--- src/rtl/ooo_pkg.sv ---
// Shared common-data-bus definitions used by the reservation stations, the ROB
// and the CDB arbiter.
package ooo_pkg;
  localparam int ROBID_BITS = 7;
  localparam int VALUE_SIZE = 32;

  // robid sits in the upper bits so the packed struct matches the CDB port layout
  typedef struct packed {
    logic [ROBID_BITS-1:0] robid;
    logic [VALUE_SIZE-1:0] value;
  } cdb_t;
endpackage

--- src/rtl/cdb_hold_fifo.sv ---
// Per-unit hold FIFO: a circular buffer that parks finished results until
// the arbiter grants the unit a CDB slot. State updates on the falling edge.
module cdb_hold_fifo #(
  parameter int WIDTH = 39,
  parameter int DEPTH = 2
) (
  input  logic             clk,
  input  logic             rst,
  input  logic             push,
  input  logic             pop,
  input  logic [WIDTH-1:0] din,
  output logic             not_full,
  output logic             not_empty,
  output logic [WIDTH-1:0] head
);
  localparam int PTR_W = (DEPTH > 1) ? $clog2(DEPTH) : 1;
  localparam int CNT_W = $clog2(DEPTH + 1);

  logic [WIDTH-1:0] mem [DEPTH];
  logic [PTR_W-1:0] wr_ptr;
  logic [PTR_W-1:0] rd_ptr;
  logic [CNT_W-1:0] count;
  logic             push_ok;
  logic             pop_ok;

  function automatic logic [PTR_W-1:0] bump(input logic [PTR_W-1:0] p);
    return (p == PTR_W'(DEPTH - 1)) ? '0 : p + 1'b1;
  endfunction

  assign not_full  = (count < CNT_W'(DEPTH));
  assign not_empty = (count != '0);
  assign head      = mem[rd_ptr];
  assign push_ok   = push && not_full;
  assign pop_ok    = pop && not_empty;

  always_ff @(negedge clk) begin
    if (!rst) begin
      wr_ptr <= '0;
      rd_ptr <= '0;
      count  <= '0;
    end else begin
      if (push_ok) wr_ptr <= bump(wr_ptr);
      if (pop_ok)  rd_ptr <= bump(rd_ptr);
      case ({push_ok, pop_ok})
        2'b10:   count <= count + 1'b1;
        2'b01:   count <= count - 1'b1;
        default: ;
      endcase
    end
  end

  // Storage carries no reset; count alone decides what is valid.
  always_ff @(negedge clk) begin
    if (push_ok) mem[wr_ptr] <= din;
  end
endmodule

--- src/rtl/cdb_arbiter.sv ---
// Round-robin arbiter that broadcasts at most one buffered execution-unit
// result per cycle on the common data bus, stalled while the ROB is full.
module cdb_arbiter #(
  parameter int NUM_UNITS  = 4,
  parameter int UNIT_BITS  = 2,
  parameter int ROBID_BITS = ooo_pkg::ROBID_BITS,
  parameter int VALUE_SIZE = ooo_pkg::VALUE_SIZE,
  parameter int HOLD_DEPTH = 2
) (
  input  logic                             clk,
  input  logic                             rst,
  input  logic [NUM_UNITS-1:0]             unit_valid,
  input  logic [NUM_UNITS*ROBID_BITS-1:0]  unit_robid,
  input  logic [NUM_UNITS*VALUE_SIZE-1:0]  unit_value,
  output logic [NUM_UNITS-1:0]             unit_ready,
  input  logic                             robfull,
  output logic [ROBID_BITS+VALUE_SIZE-1:0] CDB,
  output logic                             cdb_valid,
  output logic [UNIT_BITS-1:0]             cdb_unit
);
  localparam int ENTRY_W = ROBID_BITS + VALUE_SIZE;

  // Handshake: a result moves into hold FIFO i on a falling edge where
  // unit_valid[i] && unit_ready[i]; ready depends only on registered count.
  logic [NUM_UNITS-1:0] not_full;
  logic [NUM_UNITS-1:0] not_empty;
  logic [NUM_UNITS-1:0] push;
  logic [NUM_UNITS-1:0] pop;
  logic [ENTRY_W-1:0]   head [NUM_UNITS];

  logic [UNIT_BITS-1:0] rr_ptr;
  logic [UNIT_BITS-1:0] grant_idx;
  logic                 grant_found;
  logic [ENTRY_W-1:0]   grant_data;
  int                   scan_idx;

  assign unit_ready = not_full & {NUM_UNITS{rst}};
  assign push       = unit_valid & unit_ready;

  for (genvar i = 0; i < NUM_UNITS; i++) begin : g_unit
    assign pop[i] = grant_found && (grant_idx == UNIT_BITS'(i));

    cdb_hold_fifo #(
      .WIDTH (ENTRY_W),
      .DEPTH (HOLD_DEPTH)
    ) u_fifo (
      .clk       (clk),
      .rst       (rst),
      .push      (push[i]),
      .pop       (pop[i]),
      .din       ({unit_robid[i*ROBID_BITS +: ROBID_BITS],
                   unit_value[i*VALUE_SIZE +: VALUE_SIZE]}),
      .not_full  (not_full[i]),
      .not_empty (not_empty[i]),
      .head      (head[i])
    );
  end

  // Rotating-priority scan starting at rr_ptr; first non-empty FIFO wins.
  always_comb begin
    grant_found = 1'b0;
    grant_idx   = '0;
    grant_data  = '0;
    scan_idx    = 0;
    if (!robfull) begin
      for (int k = 0; k < NUM_UNITS; k++) begin
        scan_idx = int'(rr_ptr) + k;
        if (scan_idx >= NUM_UNITS) scan_idx = scan_idx - NUM_UNITS;
        if (!grant_found && not_empty[scan_idx]) begin
          grant_found = 1'b1;
          grant_idx   = UNIT_BITS'(scan_idx);
          grant_data  = head[scan_idx];
        end
      end
    end
  end

  always_ff @(negedge clk) begin
    if (!rst) begin
      rr_ptr    <= '0;
      cdb_valid <= 1'b0;
      CDB       <= '0;
      cdb_unit  <= '0;
    end else if (grant_found) begin
      CDB       <= grant_data;
      cdb_unit  <= grant_idx;
      cdb_valid <= 1'b1;
      rr_ptr    <= (grant_idx == UNIT_BITS'(NUM_UNITS - 1)) ? '0 : grant_idx + 1'b1;
    end else begin
      cdb_valid <= 1'b0;
    end
  end
endmodule

--- config.mk ---
export PLATFORM = sky130hd
export DESIGN_NAME = cdb_arbiter
export DESIGN_NICKNAME = d
export VERILOG_FILES = /design/src/rtl/ooo_pkg.sv /design/src/rtl/cdb_hold_fifo.sv /design/src/rtl/cdb_arbiter.sv
export SDC_FILE = /design/constraint.sdc
export NUM_CORES = 1
export LEC_CHECK = 0
export CORE_MARGIN = 3
export CORE_UTILIZATION = 35
export CTS_CLUSTER_SIZE = 20
export DETAILED_ROUTE_END_ITERATION = 6
export MAX_ROUTING_LAYER = met4
export PLACE_DENSITY_LB_ADDON = 0.1
export SYNTH_ARGS = -nofsm -noshare
export SYNTH_HDL_FRONTEND = slang
export SYNTH_HIERARCHICAL = 1
export SYNTH_SLANG_ARGS = --single-unit
--- constraint.sdc ---
create_clock -name clk -period 5.5 [get_ports clk]
set_input_delay 1.1 -clock clk [delete_from_list [all_inputs] [get_ports clk]]
set_output_delay 1.1 -clock clk [all_outputs]
set_load 0.01 [all_outputs]
After elaboration in Yosys (flattened, before gate mapping)
Memories as Yosys holds them, arrays and structs flattened. A register that Yosys moved wholly into a read port is not among the register bits.
Index checks and enable logic that the tools add are counted.
{"block": "op_classes", "magnitude_cmp": 16, "bitwise": 6, "reduce_logical": 27, "mux": 80, "n_eq_ne": 11, "add_sub_neg": 24}
{"operator": "two-way mux 39 bit", "n": 13}
{"operator": "binary-select mux 39 bit (select 2 bit)", "n": 4}
{"operator": "two-way mux 32 bit", "n": 8}
{"operator": ">= comparator 32 x 3 -> 1 bit (second input constant)", "n": 4}
{"operator": "< comparator 32 x 4 -> 1 bit (second input constant)", "n": 4}
{"operator": "inverter 32 bit", "n": 4}
{"operator": "two-way mux 1 bit", "n": 41}
{"operator": "one-hot mux 2 bit (2 select lines)", "n": 4}
{"operator": "nonzero test 2 bit", "n": 8}
{"operator": "logical AND 1 bit", "n": 15}
{"operator": "equality test 2 bit (second input constant)", "n": 6}
{"operator": "two-way mux 2 bit", "n": 6}
{"operator": "subtractor 3 x 3 -> 4 bit (second input constant)", "n": 3}
{"operator": "adder 2 x 1 -> 2 bit (second input constant)", "n": 5}
{"operator": "equality test 2 x 1 -> 1 bit (second input constant)", "n": 5}
{"operator": ">= comparator 3 bit (second input constant)", "n": 3}
{"operator": "adder 1 bit (second input constant)", "n": 8}
{"operator": "bitwise AND 4 bit", "n": 2}
{"operator": "binary-select mux 1 bit (select 2 bit)", "n": 4}
{"operator": "< comparator 2 bit (second input constant)", "n": 4}
{"operator": "subtractor 2 x 1 -> 2 bit (second input constant)", "n": 4}
{"operator": "adder 2 x 2 -> 3 bit (second input constant)", "n": 2}
{"operator": "subtractor 2 x 3 -> 4 bit (second input constant)", "n": 1}
{"operator": "adder 2 x 1 -> 3 bit (second input constant)", "n": 1}
{"operator": "other kinds (3)", "n": 5}
{"block": "word_totals", "output_inout_bits": 46, "mem_bits_rw": 312, "inputBits": 163, "register_bits": 60, "n_memories": 4}
{"memory": "g_unit[0].u_fifo.mem", "words": 2, "width": 39, "read_ports": 1, "rd_clocked_by_memory_dff": 1, "write_ports": 1, "line": "cdb_hold_fifo.sv:19", "source": "logic [WIDTH-1:0] mem [DEPTH];"}
{"memory": "g_unit[1].u_fifo.mem", "words": 2, "width": 39, "read_ports": 1, "rd_clocked_by_memory_dff": 1, "write_ports": 1, "line": "cdb_hold_fifo.sv:19"}
{"memory": "g_unit[2].u_fifo.mem", "words": 2, "width": 39, "read_ports": 1, "rd_clocked_by_memory_dff": 1, "write_ports": 1, "line": "cdb_hold_fifo.sv:19"}
{"memory": "g_unit[3].u_fifo.mem", "words": 2, "width": 39, "read_ports": 1, "rd_clocked_by_memory_dff": 1, "write_ports": 1, "line": "cdb_hold_fifo.sv:19"}

Depth between registers and ports, before layout
Gate-level depths: netlist (run 1).
{"block": "depth", "word_depth": 25, "ltp_mapped": 16, "mapped_depth_nobuf": 13}

By module
Netlist (run 1), hierarchy kept.
{"module": "cdb_hold_fifo", "seq_area_each_um2": 2442.3, "instances": 4, "area_per_inst_um2": 3031.7, "cells_per_inst": 145}
{"module": "cdb_arbiter", "seq_area_each_um2": 880.8, "instances": 1, "area_per_inst_um2": 6745.2, "cells_per_inst": 619}

==> results of run 1 <==
-- power groups by stage --
stage | Combinational (mW) | Sequential (mW) | Clock (mW)
after floorplan | 2.56 | 3.62 | 0.413
after global placement | 3.59 | 3.83 | 0.413
after detailed placement | 3.63 | 3.84 | 0.413
after CTS | 3.64 | 3.81 | 4.21
after global routing | 3.92 | 3.84 | 4.56
final | 3.65 | 3.79 | 4.04
-- area by class of cell --
class	count	share of cell area, %
multi-input cells	706	31.06
well taps	688	3.467
diodes	2	0.02016
repair buffers	257	10.70
inverters	9	0.1361
flip-flops and latches	376	43.00
clock inverters	412	7.080
clock buffers	45	4.535
-- worst paths after layout --
kind / from / endpoint / slack [ps] / depth (start not counted)
hold reg to reg: g_unit[1].u_fifo/count[1] / g_unit[1].u_fifo/count[1] / 510 / 2
setup reg to reg: rr_ptr[0] / CDB[17] / 1890 / 7
hold / removal: g_unit[1].u_fifo/count[1] / g_unit[1].u_fifo/count[1] / 510 / 2
setup / recovery: CDB[18] / CDB[18] / 30 / 1
-- sequential cells by signal, indices dropped and copies added (netlist names), named ones only --
signal and count:
cdb_valid 1, g_unit.u_fifo/rd_ptr 4, g_unit.u_fifo/count 8, g_unit.u_fifo/wr_ptr 4
g_unit.u_fifo/mem 312, CDB 39, rr_ptr 2, cdb_unit 2
-- tightest hold or removal path, delay by kind of cell, from the launching register on --
| family | cells | cell delay (ps) |
|---|---|---|
| compound gates | 2 | 140 |
| flops | 1 | 330 |
-- layer usage --
layer	vias to the layer above	track usage, %
met5	-	-
met4	0	8.594
met3	101	6.380
met2	458	32.28
met1	6848	25.41
li1	6042	-
-- synth_stat cells, types with 3 or more instances --
| library cell | instances | share of area [%] |
|---|---|---|
| sky130_fd_sc_hd__o21ai_0 | 29 | 0.77 |
| sky130_fd_sc_hd__nor2b_1 | 9 | 0.30 |
| sky130_fd_sc_hd__and3_1 | 8 | 0.27 |
| sky130_fd_sc_hd__buf_2 | 46 | 1.2 |
| sky130_fd_sc_hd__inv_1 | 13 | 0.26 |
| sky130_fd_sc_hd__mux2i_1 | 3 | 0.16 |
| sky130_fd_sc_hd__mux4_2 | 157 | 19 |
| sky130_fd_sc_hd__a21boi_1 | 6 | 0.24 |
| sky130_fd_sc_hd__nand2b_1 | 6 | 0.20 |
| sky130_fd_sc_hd__o22ai_1 | 39 | 1.3 |
| sky130_fd_sc_hd__nand3_1 | 40 | 1.1 |
| sky130_fd_sc_hd__buf_6 | 4 | 0.24 |
| sky130_fd_sc_hd__and2_1 | 17 | 0.56 |
| sky130_fd_sc_hd__nor2_1 | 7 | 0.14 |
| sky130_fd_sc_hd__a31oi_1 | 78 | 2.6 |
| sky130_fd_sc_hd__ha_1 | 8 | 0.53 |
| sky130_fd_sc_hd__buf_4 | 24 | 0.95 |
| sky130_fd_sc_hd__edfxtp_1 | 312 | 50 |
| sky130_fd_sc_hd__dfxtp_1 | 64 | 6.8 |
| sky130_fd_sc_hd__or2_2 | 4 | 0.13 |
| sky130_fd_sc_hd__o21a_1 | 8 | 0.32 |
| sky130_fd_sc_hd__nand2_1 | 80 | 1.6 |
| sky130_fd_sc_hd__or3_1 | 4 | 0.13 |
| sky130_fd_sc_hd__mux2_2 | 158 | 9.4 |
| sky130_fd_sc_hd__xnor2_1 | 12 | 0.56 |
| sky130_fd_sc_hd__o21ai_1 | 14 | 0.37 |
| sky130_fd_sc_hd__clkbuf_1 | 29 | 0.58 |
-- stage by stage --
| stage | hold slack (ps) | TNS, ps |
|---|---|---|
| after CTS | 510.9 | 0 |
| after floorplan | 485.7 | 0 |
| after detailed placement | 519.4 | -11030 |
| after global placement | 518.2 | -7201 |
| final | 506.6 | 0 |
| after global routing | 529.0 | 0 |
-- logic make-up (layout without fill, tap and decap cells) --
| family | Yosys count | after routing | synth area share [%] |
|---|---|---|---|
| adders and majority gates | 8 | 8 | 0.5304 |
| other | 0 | 2 | 0 |
| buffers and inverters | 117 | 723 | 3.269 |
| DFF | 376 | 376 | 56.43 |
| and+or+nand+nor | 182 | 182 | 4.707 |
| muxes | 318 | 318 | 28.32 |
| xor gates and xnor gates | 12 | 12 | 0.5569 |
| AOI/OAI and AO/OA | 186 | 186 | 6.179 |
-- cell usage in the layout, fill, tap and decap left out, types with 2 or more instances in the layout --
master	netlist	final
sky130_fd_sc_hd__inv_1	13	396
sky130_fd_sc_hd__edfxtp_1	312	312
sky130_fd_sc_hd__clkdlybuf4s50_1	0	202
sky130_fd_sc_hd__mux2_2	158	158
sky130_fd_sc_hd__mux4_2	157	157
sky130_fd_sc_hd__nand2_1	80	80
sky130_fd_sc_hd__a31oi_1	78	78
sky130_fd_sc_hd__dfxtp_1	64	52
sky130_fd_sc_hd__clkbuf_16	0	45
sky130_fd_sc_hd__o22ai_1	39	39
sky130_fd_sc_hd__nand3_1	40	39
sky130_fd_sc_hd__buf_4	24	33
sky130_fd_sc_hd__o21ai_0	29	29
sky130_fd_sc_hd__buf_12	0	17
sky130_fd_sc_hd__and2_1	17	16
sky130_fd_sc_hd__o21ai_1	14	14
sky130_fd_sc_hd__clkinvlp_2	0	14
sky130_fd_sc_hd__xnor2_1	12	12
sky130_fd_sc_hd__nor2b_1	9	9
sky130_fd_sc_hd__ha_1	8	8
sky130_fd_sc_hd__o21a_1	8	8
sky130_fd_sc_hd__dfxtp_2	0	7
sky130_fd_sc_hd__bufinv_16	0	7
sky130_fd_sc_hd__nand2b_1	6	6
sky130_fd_sc_hd__a21boi_1	6	6
sky130_fd_sc_hd__nor2_4	0	5
sky130_fd_sc_hd__dfxtp_4	0	5
sky130_fd_sc_hd__and3_1	8	4
sky130_fd_sc_hd__or2_2	4	4
sky130_fd_sc_hd__and3_2	0	4
sky130_fd_sc_hd__or3_1	4	4
sky130_fd_sc_hd__dlygate4sd2_1	0	4
sky130_fd_sc_hd__mux2i_1	3	3
sky130_fd_sc_hd__nor2_1	7	3
sky130_fd_sc_hd__diode_2	0	2
sky130_fd_sc_hd__o22ai_4	0	2
sky130_fd_sc_hd__a311o_2	0	2
sky130_fd_sc_hd__a21oi_1	2	2
sky130_fd_sc_hd__inv_4	0	2
==> out/qor.txt, run 1 <==
=======================================================================================
Antenna-violating nets left                                                           0
Final Instance Count excl. Fillers                                                2,495
Power per unit of standard cell area                                       462.3 nW/um^2
Register clock-pin slew on the reported worst setup and hold paths                30 ps
Number of gates resized after cts                                                     8
Total area of multi-input combinational cells                                7711 sq um
Total number of nets in the final design                                          1,942
CTS H-tree depth                                                                      2
Synthesized area per cell                                                   15.74 sq um
Top layer in use                                                                   met4
Register area                                                              10,680 sq um
Fin. max-slew vios                                                                    0
Clk network pwr share                                                             35.2%
Warning count from the yosys run                                                      6
Fraction of layout cells with a size suffix above 1                              26.09%
Setup repair after global routing missed its margin                                  no
Total iterations of the first detailed-routing run                                    7
Post-route total power                                                         11.48 mW
Worst setup slack after layout                                                 33.33 ps
Vias in the first global route                                                   14,484
Dominant synthesized flop cell                                             sky130_fd_sc_hd__edfxtp_1
Distinct cell type count of the synthesized netlist                                  44
Critical path capture point type                                           primary output
Arrival time reported for the critical path endpoint                            4370 ps
Number of enable flip-flop cells after synthesis                                    312
Buffers and inverters on the worst path                                               1
Remaining DRCs                                                                        0
Sequential Power Share                                                            33.0%
DR vias/cell                                                                      5.390
Switching power                                                                4.098 mW
Total number of vias                                                             13,449
Global-route usage over all layers                                               20.80%
Switching part of the total                                                      35.70%
Cell count after synthesis                                                        1,199
Summed area of non-filler cells in the final layout                        24,830 sq um
Number of violations reported at the end of detailed-routing iteration 0            868
Deepest clock path buffer count                                                       3
Die Span Y                                                                 238.2 microns
Count of hold-fix buffers inserted at cts                                             0
Core area                                                                  52,970 sq um
Worst max-slew margin expressed relative to the limit                            9.554%
Required time of the critical path                                              4400 ps
Post-CTS setup repair buffer count                                                    0
Clock tree from TritonCTS                                                           yes
Placement-stage worst setup slack                                             -637.7 ps
Detail Placement HPWL                                                      36,220 microns
Post-synthesis async set-or-reset flop share                                         0%
Fill cell count                                                                   4,840
Number of antenna violations at the first check in global routing                     0
Delay of the slowest critical-path stage                                         580 ps
CTS sink count                                                                      376
Cell class contributing the biggest share of worst-path delay              buffers and inverters
# Max-Cap Violations                                                                  0
First-pass GRT wire length                                                 84,920 microns
Post-layout utilization of the core                                              46.88%
Clock tree root driver cell                                                sky130_fd_sc_hd__clkbuf_16
Metal2 WL                                                                  27,850 microns
Core Rows                                                                            84
Final weighted congestion in routability-driven placement                        0.7591
Count of placed standard cells including taps                                     2,041
Slew at the pin with the worst max-slew slack                                   1357 ps
P_leak                                                                         9.457 nW
Total clock buffers created by CTS                                                   45
Total standard cell area after synthesis                                   18,870 sq um
Worst min-delay path category                                              register to register
Total global routing overflow                                                         0
Peak VDD IR                                                                    261.4 uV
Total die area                                                             56,740 sq um
Internal power                                                                 7.382 mW
Synthesized flop and latch total                                                    376
Critical path class                                                        register to primary output
Maximum number of pins on one net before global-route repair                         77
Combinational cell fraction of total power                                        31.8%
Later-pin clock latency in the skew report                                       620 ps
Final WL                                                                   56,970 microns
Routed length per instance                                                 22.83 microns
P&R area growth vs syn                                                           31.57%
Post-route clock skew                                                          19.34 ps
Number of endpoints failing setup at the final stage                                  0
Number of I/O port buffers                                                          208
Met3 routed wirelength                                                     3325 microns
Final-report hold violation count                                                     0
Instance area at placement                                                 21,940 sq um
Critical Path Slowest Stage Cell                                           sky130_fd_sc_hd__clkdlybuf4s50_1
Number of top-level design ports                                                    209
Sequential element share of the synthesized area                                 56.43%
Cell-by-cell listing of the critical path                                  clkdlybuf4s50_1
Worst setup SP type                                                            register
Number of nets in the synthesized netlist                                         1,370
Outcome                                                                    complete, no violations
Die width                                                                  238.2 microns
Maximum net fanout on the critical path                                               2
Initial core utilization                                                         35.63%
Length of routed wiring on met1                                            24,380 microns
=======================================================================================
No activity file was read; power rests on OpenSTA's default activity.
==> run 2, diff against run 1 <==
Settings changed: CORE_UTILIZATION 35 to 50.
==> out/qor.txt, run 2 (synthesized netlist as in run 1, its figures left out) <==
=======================================================================================
Fraction of layout cells with a size suffix above 1                              26.01%
Leading cell type in the layout, fill and taps excluded                    sky130_fd_sc_hd__inv_1
Final weighted congestion in routability-driven placement                        0.7793
Number of antenna violations at the first check in global routing                     1
Setup repair after global routing missed its margin                                  no
Number of endpoints failing setup at the final stage                                  0
Cell class contributing the biggest share of worst-path delay              buffers and inverters
Number of top-level design ports                                                    209
Clock tree root driver cell                                                sky130_fd_sc_hd__clkbuf_16
Total number of vias                                                             13,421
Most used cells in the layout excluding fill and tap cells                 sky130_fd_sc_hd__inv_1 (389), sky130_fd_sc_hd__edfxtp_1 (312), sky130_fd_sc_hd__clkdlybuf4s50_1 (203)
Worst Reg2Reg Path Length in Cells                                                    7
Critical path capture point type                                           primary output
CTS H-tree depth                                                                      2
Placement-stage worst setup slack                                             -585.5 ps
Post-route clock skew                                                          25.63 ps
Core Rows                                                                            70
Peak VDD IR                                                                    356.3 uV
Post-CTS setup repair buffer count                                                    0
Required time of the critical path                                              4400 ps
First-pass GRT wire length                                                 78,610 microns
Flip-flop count of the largest register after layout                                312
Buffers and inverters on the worst path                                               1
Later-pin clock latency in the skew report                                       610 ps
Total die area                                                             40,110 sq um
Total iterations of the first detailed-routing run                                    5
Outcome                                                                    complete, no violations
Delay of the slowest critical-path stage                                         580 ps
Clock tree from TritonCTS                                                           yes
Vias in the first global route                                                   14,563
DR vias/cell                                                                      5.825
Worst Min Path Start                                                       g_unit[0].u_fifo/count[1]
Endpoint of the worst register-to-register path                                 CDB[10]
Total number of nets in the final design                                          1,941
Number of I/O port buffers                                                          208
Post-layout utilization of the core                                              66.76%
Antenna-violating nets left                                                           0
Final WL                                                                   51,020 microns
Fin. max-slew vios                                                                    0
Power per unit of standard cell area                                       463.7 nW/um^2
Count of hold-fix buffers inserted at cts                                             0
Critical path class                                                        register to primary output
Register clock-pin slew on the reported worst setup and hold paths                30 ps
Summed area of non-filler cells in the final layout                        24,610 sq um
Beginning of the critical path                                              cdb_unit[0]
Final-report hold violation count                                                     0
P_leak                                                                         9.448 nW
Total clock buffers created by CTS                                                   43
Deepest clock path buffer count                                                       3
Cell-by-cell listing of the critical path                                  clkdlybuf4s50_1
Worst setup slack after layout                                                 63.89 ps
End point of the most critical hold path                                   g_unit[0].u_fifo/count[1]
P&R area growth vs syn                                                           30.43%
R2r startpoint                                                                rr_ptr[0]
Die width                                                                  200.3 microns
Number of violations reported at the end of detailed-routing iteration 0          1,276
Detail Placement HPWL                                                      32,390 microns
Instance area at placement                                                 21,720 sq um
Worst max-slew margin expressed relative to the limit                            21.90%
Worst Hold Slack                                                               502.2 ps
Register name with the most flops                                          g_unit.u_fifo/mem
Slew at the pin with the worst max-slew slack                                   1172 ps
Maximum number of pins on one net before global-route repair                        106
Arrival time reported for the critical path endpoint                            4340 ps
Depth of the worst hold-timing path                                                   2
Maximum net fanout on the critical path                                               2
Critical Path Slowest Stage Cell                                           sky130_fd_sc_hd__clkdlybuf4s50_1
Worst setup SP type                                                            register
Initial core utilization                                                         51.18%
# Max-Cap Violations                                                                  0
Routed length per instance                                                 22.14 microns
CTS sink count                                                                      376
Leading registers by flop count                                            g_unit.u_fifo/mem (312), CDB (39), g_unit.u_fifo/count (8)
Die Span Y                                                                 200.3 microns
Global-route usage over all layers                                               26.07%
Core area                                                                  36,870 sq um
Remaining DRCs                                                                        0
Total global routing overflow                                                         0
Fill cell count                                                                   2,722
Register-to-register path setup slack                                           2140 ps
Worst min-delay path category                                              register to register
=======================================================================================
## run 2: what timing repair did
action,4_1_cts,5_1_grt
setup endpoints to repair,4,6
cloned,0,0
pin swaps,0,0
gates resized for setup,8,2
## run 2: final cells by class
type                       instances  area [sq um]  area share, %
antenna                            1         2.502        0.01017
clock buffer                      45          1126          4.575
clock inverter                   405          1768          7.182
inverter                           9         33.78         0.1372
multi-input combinational        706          7702          31.29
sequential                       376         10670          43.33
tap                              504         630.6          2.562
timing repair buffer             258          2685          10.91
## run 2: how the worst max path moves through the flow
stage	to	slack, ps	cells after the start
6_report	cdb_unit[0]	60	1
5_1_grt	cdb_unit[1]	30	1
4_1_cts	g_unit[2].u_fifo/count[1]	30	9
3_5_place_dp	g_unit[2].u_fifo/count[1]	-590	9
3_3_place_gp	g_unit[2].u_fifo/count[1]	-530	9
2_1_floorplan	g_unit[0].u_fifo/count[1]	20	9
## run 2: through the flow
step	cells	power, mW	setup TNS (ps)
6_report	2304	11.41	0
5_1_grt	2304	12.14	0
4_1_cts	2303	11.51	0
3_5_place_dp	1858	7.745	-8333
3_3_place_gp	1858	7.679	-6522
2_1_floorplan	1199	6.588	0
## run 2: per-layer routing
layer / track usage, % / vias up / part of all wire, %
met2: 41.41 / 620 / 50
met3: 7.525 / 78 / 7.4
li1: - / 6026 / -
met4: 10.61 / 0 / 1.8
met1: 31.69 / 6697 / 41
met5: - / - / 0
## run 2: power by group
part           switching (mW)  internal (mW)
registers               0.312           3.42
logic                    1.82           1.79
clock network            1.86           2.22
